<file path="src/rtl/chunked_dot_consumer.sv">
// Purpose: consumes (x, y) pairs, accumulates x*y and emits one (sum, count) tuple per chunk, flushing a partial chunk on upstream done.
// Latency: a tuple is valid the cycle after the handshake that completes its chunk; _done follows upstream done through FLUSH and DRAIN.
// Backpressure: _in_ready drops while an output tuple is held and _ready is low, so upstream stalls without losing or duplicating data.
//
// Ports:
//   _clock, _reset      clock and asynchronous active-high reset
//   chunk, _start       pairs per tuple (<= 0 treated as 1), captured on the one-cycle _start pulse
//   _ready/_valid       downstream handshake for (_out0 = signed sum, _out1 = pair count)
//   _done               one-cycle pulse once all output has been delivered
//   _in0/_in1           upstream x / y, qualified by _in_valid, accepted when _in_ready
//   _in_done            upstream done pulse, only acted on while accumulating
module chunked_dot_consumer #(
    parameter int WIDTH = 32
) (
    input  logic             _clock,
    input  logic             _reset,
    input  logic [WIDTH-1:0] chunk,
    input  logic             _start,
    input  logic             _ready,
    output logic             _valid,
    output logic             _done,
    output logic [WIDTH-1:0] _out0,
    output logic [WIDTH-1:0] _out1,
    input  logic [WIDTH-1:0] _in0,
    input  logic [WIDTH-1:0] _in1,
    input  logic             _in_valid,
    input  logic             _in_done,
    output logic             _in_ready
);

    typedef enum logic [1:0] {
        IDLE  = 2'd0,
        ACCUM = 2'd1,
        FLUSH = 2'd2,
        DRAIN = 2'd3
    } state_t;

    localparam logic [WIDTH-1:0] ONE = {{(WIDTH-1){1'b0}}, 1'b1};

    state_t           state_q, state_d;
    logic             valid_q, valid_d;
    logic             done_q, done_d;
    logic [WIDTH-1:0] out0_q, out0_d;
    logic [WIDTH-1:0] out1_q, out1_d;
    logic [WIDTH-1:0] acc_q, acc_d;
    logic [WIDTH-1:0] cnt_q, cnt_d;
    logic [WIDTH-1:0] chunk_q, chunk_d;

    logic             in_hs;
    logic [WIDTH-1:0] prod;
    logic [WIDTH-1:0] sum_next;
    logic [WIDTH-1:0] cnt_next;

    // A new pair may enter whenever the output slot is free or is being
    // emptied this cycle, which keeps one pair per cycle with no bubbles.
    assign _in_ready = (state_q == ACCUM) && !_start && (!valid_q || _ready);
    assign in_hs     = _in_valid && _in_ready;

    // The low WIDTH bits of a two's complement product are the same whether
    // the operands are read as signed or unsigned, so a plain multiply works.
    assign prod     = _in0 * _in1;
    assign sum_next = acc_q + prod;
    assign cnt_next = cnt_q + ONE;

    always_comb begin
        state_d = state_q;
        valid_d = valid_q && !_ready;
        done_d  = 1'b0;
        out0_d  = out0_q;
        out1_d  = out1_q;
        acc_d   = acc_q;
        cnt_d   = cnt_q;
        chunk_d = chunk_q;

        if (_start) begin
            // Zero or negative chunk sizes degrade to one pair per tuple.
            chunk_d = (chunk[WIDTH-1] || (chunk == '0)) ? ONE : chunk;
            acc_d   = '0;
            cnt_d   = '0;
            state_d = ACCUM;
        end else begin
            case (state_q)
                ACCUM: begin
                    if (in_hs) begin
                        if (cnt_next == chunk_q) begin
                            out0_d  = sum_next;
                            out1_d  = cnt_next;
                            valid_d = 1'b1;
                            acc_d   = '0;
                            cnt_d   = '0;
                        end else begin
                            acc_d = sum_next;
                            cnt_d = cnt_next;
                        end
                    end
                    if (_in_done) begin
                        state_d = FLUSH;
                    end
                end
                FLUSH: begin
                    // A chunk that completed alongside done leaves cnt at
                    // zero, so no empty tuple is produced.
                    if (cnt_q == '0) begin
                        state_d = DRAIN;
                    end else if (!valid_q || _ready) begin
                        out0_d  = acc_q;
                        out1_d  = cnt_q;
                        valid_d = 1'b1;
                        acc_d   = '0;
                        cnt_d   = '0;
                        state_d = DRAIN;
                    end
                end
                DRAIN: begin
                    // Wait until the last tuple has left before reporting done.
                    if (!valid_q && _ready) begin
                        done_d  = 1'b1;
                        state_d = IDLE;
                    end
                end
                default: begin
                    state_d = state_q;
                end
            endcase
        end
    end

    always_ff @(posedge _clock or posedge _reset) begin
        if (_reset) begin
            state_q <= IDLE;
            valid_q <= 1'b0;
            done_q  <= 1'b0;
            out0_q  <= '0;
            out1_q  <= '0;
            acc_q   <= '0;
            cnt_q   <= '0;
            chunk_q <= ONE;
        end else begin
            state_q <= state_d;
            valid_q <= valid_d;
            done_q  <= done_d;
            out0_q  <= out0_d;
            out1_q  <= out1_d;
            acc_q   <= acc_d;
            cnt_q   <= cnt_d;
            chunk_q <= chunk_d;
        end
    end

    assign _valid = valid_q;
    assign _done  = done_q;
    assign _out0  = out0_q;
    assign _out1  = out1_q;

endmodule

</file>
<file path="config.mk">
export PLATFORM = sky130hd
export DESIGN_NAME = chunked_dot_consumer
export DESIGN_NICKNAME = d
export VERILOG_FILES = /design/src/rtl/chunked_dot_consumer.sv
export SDC_FILE = /design/constraint.sdc
export NUM_CORES = 2
export LEC_CHECK = 0
export ABC_AREA = 0
export ABC_CLOCK_PERIOD_IN_PS = 8450
export BUFFER_PORTS_ARGS = -buffer_cell sky130_fd_sc_hd__buf_4
export CORE_UTILIZATION = 45
export CTS_CLUSTER_DIAMETER = 80
export DETAILED_ROUTE_END_ITERATION = 8
export HOLD_SLACK_MARGIN = 0.15
export PLACE_DENSITY = 0.71
export REMOVE_ABC_BUFFERS = 1
export SYNTH_ARGS = -nofsm -noshare
export SYNTH_HDL_FRONTEND = slang
export SYNTH_SLANG_ARGS = --single-unit
export TNS_END_PERCENT = 1
</file>
<file path="constraint.sdc">
create_clock -name _clock -period 8.45 [get_ports _clock]
set_clock_uncertainty 0.1 [all_clocks]
set_input_delay 1.69 -clock _clock [delete_from_list [all_inputs] [get_ports _clock]]
set_output_delay 1.69 -clock _clock [all_outputs]
set_load 0.01 [all_outputs]
</file>
==> key figures <==
Finish
  • P&R area growth vs syn: 13.66%
  • Diode count: 0
  • Final net count: 3699
  • Layout cells sized above 1: 16.21%

Clock network
  • CTS Buf Count: 17
  • Clk Latency, worst-skew pair: 0.44 ns
  • Clk sink count: 164
  • Clock transition at path regs: 0.07 ns
  • CTS max path bufs: 2
  • CTS Hold Buffers Added: 0
  • Number of H-tree levels: 4
  • CTS tree: done
  • Root buf cell: clkbuf_16

Timing
  • Max-slew violation total from the final report: 0
  • Minimum clock period: 8.248 ns
  • RSZ-0062 raised after global routing: true
  • Worst Max-Slew Pin Slew: 0.9101 ns
  • Fmax: 121.2 MHz
  • Final worst path period share: 97.61%
  • Hold WS: 0.3807 ns
  • Final Hold Fails: 0
  • Final setup vio count: 0
  • Worst relative slew slack: 39.33%

Setup path
  • Worst setup EP type: flip-flop
  • Crit-path max FO: 4
  • Worst Setup Start Kind: input pin
  • Crit path required time: 8.67 ns
  • WP data arrival: 8.47 ns
  • CP Class: input pin to flip-flop

Drt
  • DR DRC count: 0
  • DRT Pass-1 Iters: 7
  • Vias after detailed routing: 19650
  • Antenna-violating nets left: 0
  • Routed wire length: 69200 µm
  • Wirelength per Cell: 18.22 µm
  • DRT iter0 DRCs: 1442
  • Vias per cell: 5.172

Global route
  • Pin count of the biggest net entering global routing: 96
  • First-pass GRT wire length: 113900 µm
  • Initial antenna violation count: 0
  • Total grt overflow: 0
  • Vias in the first global route: 20580
  • GR Util All Layers: 24.45%

Synth
  • Ranking of synthesized cells by area: fa_1, dfrtp_1, inv_1
  • Commonest cells in the netlist: inv_1, fa_1, nand2_1, and2_1, dfrtp_1
  • Number of synthesized flops with an enable pin: 0
  • Top FF cell, synth: dfrtp_1
  • Post-synthesis sequential area ratio: 15.70%
  • Syn avg cell area: 9.197 µm²
  • Top-area cell type share of the netlist area: 33.53%
  • Mapped Area: 26150 µm²
  • Yosys cell types: 81
  • Yosys warns: 0
  • Yosys top cell by area: fa_1
  • Syn Inst Count: 2843
  • Post-synth ARST share: 100.0%
  • Most common cell in the netlist: inv_1
  • Yosys reg bits: 164

Hold path
  • Worst Hold Class: flip-flop to flip-flop

Placement
  • HPWL Detailed: 57090 µm
  • # port buffers: 168
  • GP Congestion: 0.9276

Floorplanning
  • Die width: 243.1 µm
  • I/O pin cnt: 169
  • Die area: 59070 µm²
  • # rows: 87
  • Core ar.: 56930 µm²
  • Chip Height: 243.1 µm
  • Effective utilization at floorplan: 45.93%

Status
  • Status: finished, final reports clean

Job
  • Max Cap Violations: 0
==> layout make-up <==
class / instances / area (µm²)
Fill cell: 5131 / 27210
Multi-Input combinational cell: 1969 / 19480
Sequential cell: 164 / 4105
Timing Repair Buffer: 328 / 2559
Inverter: 550 / 2069
Tap cell: 756 / 945.9
Clock buffer: 19 / 442.9
Clock inverter: 12 / 120.1
==> sequential cells by signal, summed over array words and instances, names as in the netlist <==
register / cells
_valid: 1
_out0: 32
state_q: 2
_done: 1
chunk_q: 32
cnt_q: 32
_out1: 32
acc_q: 32
==> critical path, stage by stage <==
cell	delay, ns
buf_4	0.14
buf_4	0.14
and2_4	0.15
fa_1	0.48
fa_1	0.52
fa_1	0.56
inv_2	0.05
fa_1	0.49
inv_2	0.04
fa_1	0.55
fa_1	0.44
fa_1	0.57
inv_2	0.05
fa_1	0.52
inv_2	0.05
ha_4	0.27
nand2_4	0.06
a2111oi_4	0.26
o221ai_1	0.15
and3b_2	0.26
a31oi_2	0.16
buf_4	0.16
o211a_1	0.19
o21a_1	0.17
o31ai_2	0.07
mux2_4	0.29
==> stage by stage <==
step                      cell area (µm²)  util (%)  worst slack, ns  cells  TNS [ns]
final                               29720     52.20           0.2017   3798         0
after detailed placement            28870     50.71          -0.4427   3763    -3.940
after global placement              28870     50.71          -0.3789   3763    -3.600
after CTS                           29440     51.70          0.01173   3794         0
after global routing                29720     52.20         -0.05867   3798   -0.1239
after floorplan                     25430         -          0.03720   2683         0
==> path summary, 6_finish.rpt <==
path / depth (start not counted) / slack (ns) / endpoint / start
setup / recovery: 26 / 0.20 / _out0[29] / _in0[18]
hold / removal: 2 / 0.38 / acc_q[3] / acc_q[3]
setup reg to reg: 26 / 1.32 / _out0[30] / acc_q[18]
hold reg to reg: 2 / 0.38 / acc_q[3] / acc_q[3]
max in group asynchronous: 3 / 5.47 / cnt_q[27] / _reset
min in group asynchronous: 2 / 1.33 / _out1[3] / _reset
==> cell usage in the layout (no fill, tap or decap), drive strengths merged, types with 15 or more instances in the layout <==
cell type	count
ha	129
nor3	18
nor2	65
dfrtp	163
nand3	39
mux2i	18
fa	438
inv	556
xnor2	115
mux2	69
nand4	16
and2	319
clkbuf	19
buf	328
o21ai	99
xor2	43
a21oi	47
a21o	15
nand2	357
nor4	28
==> metal layers <==
| metal | vias up | routed length (µm) | share of wire [%] | global-route usage [%] |
|---|---|---|---|---|
| met3 | 91 | 4531 | 6.5 | 3.737 |
| li1 | 9033 | - | - | - |
| met4 | 0 | 1887 | 2.7 | 6.863 |
| met1 | 9866 | 31290 | 45 | 35.48 |
| met5 | - | 0 | 0 | 0 |
| met2 | 655 | 31490 | 46 | 37.87 |
==> logic make-up after synthesis <==
logic type | synth area share, %
buffers and inverters | 10.63
flip-flops | 15.70
multiplexers | 4.522
XOR/XNOR | 5.407
AO/OA/AOI/OAI | 6.130
adder cells (fa/ha/maj) | 39.71
AND/OR/NAND/NOR | 17.91
==> what timing repair did <==
item	CTS	global route
gates cloned	0	0
gates resized for setup	2	68
pin swaps	0	37
buffers inserted	0	5
setup endpoints to repair	3	13
Power is left out: the tool's default activity adds up to more than one toggle a clock period on the data nets, which glitch-free logic cannot reach.
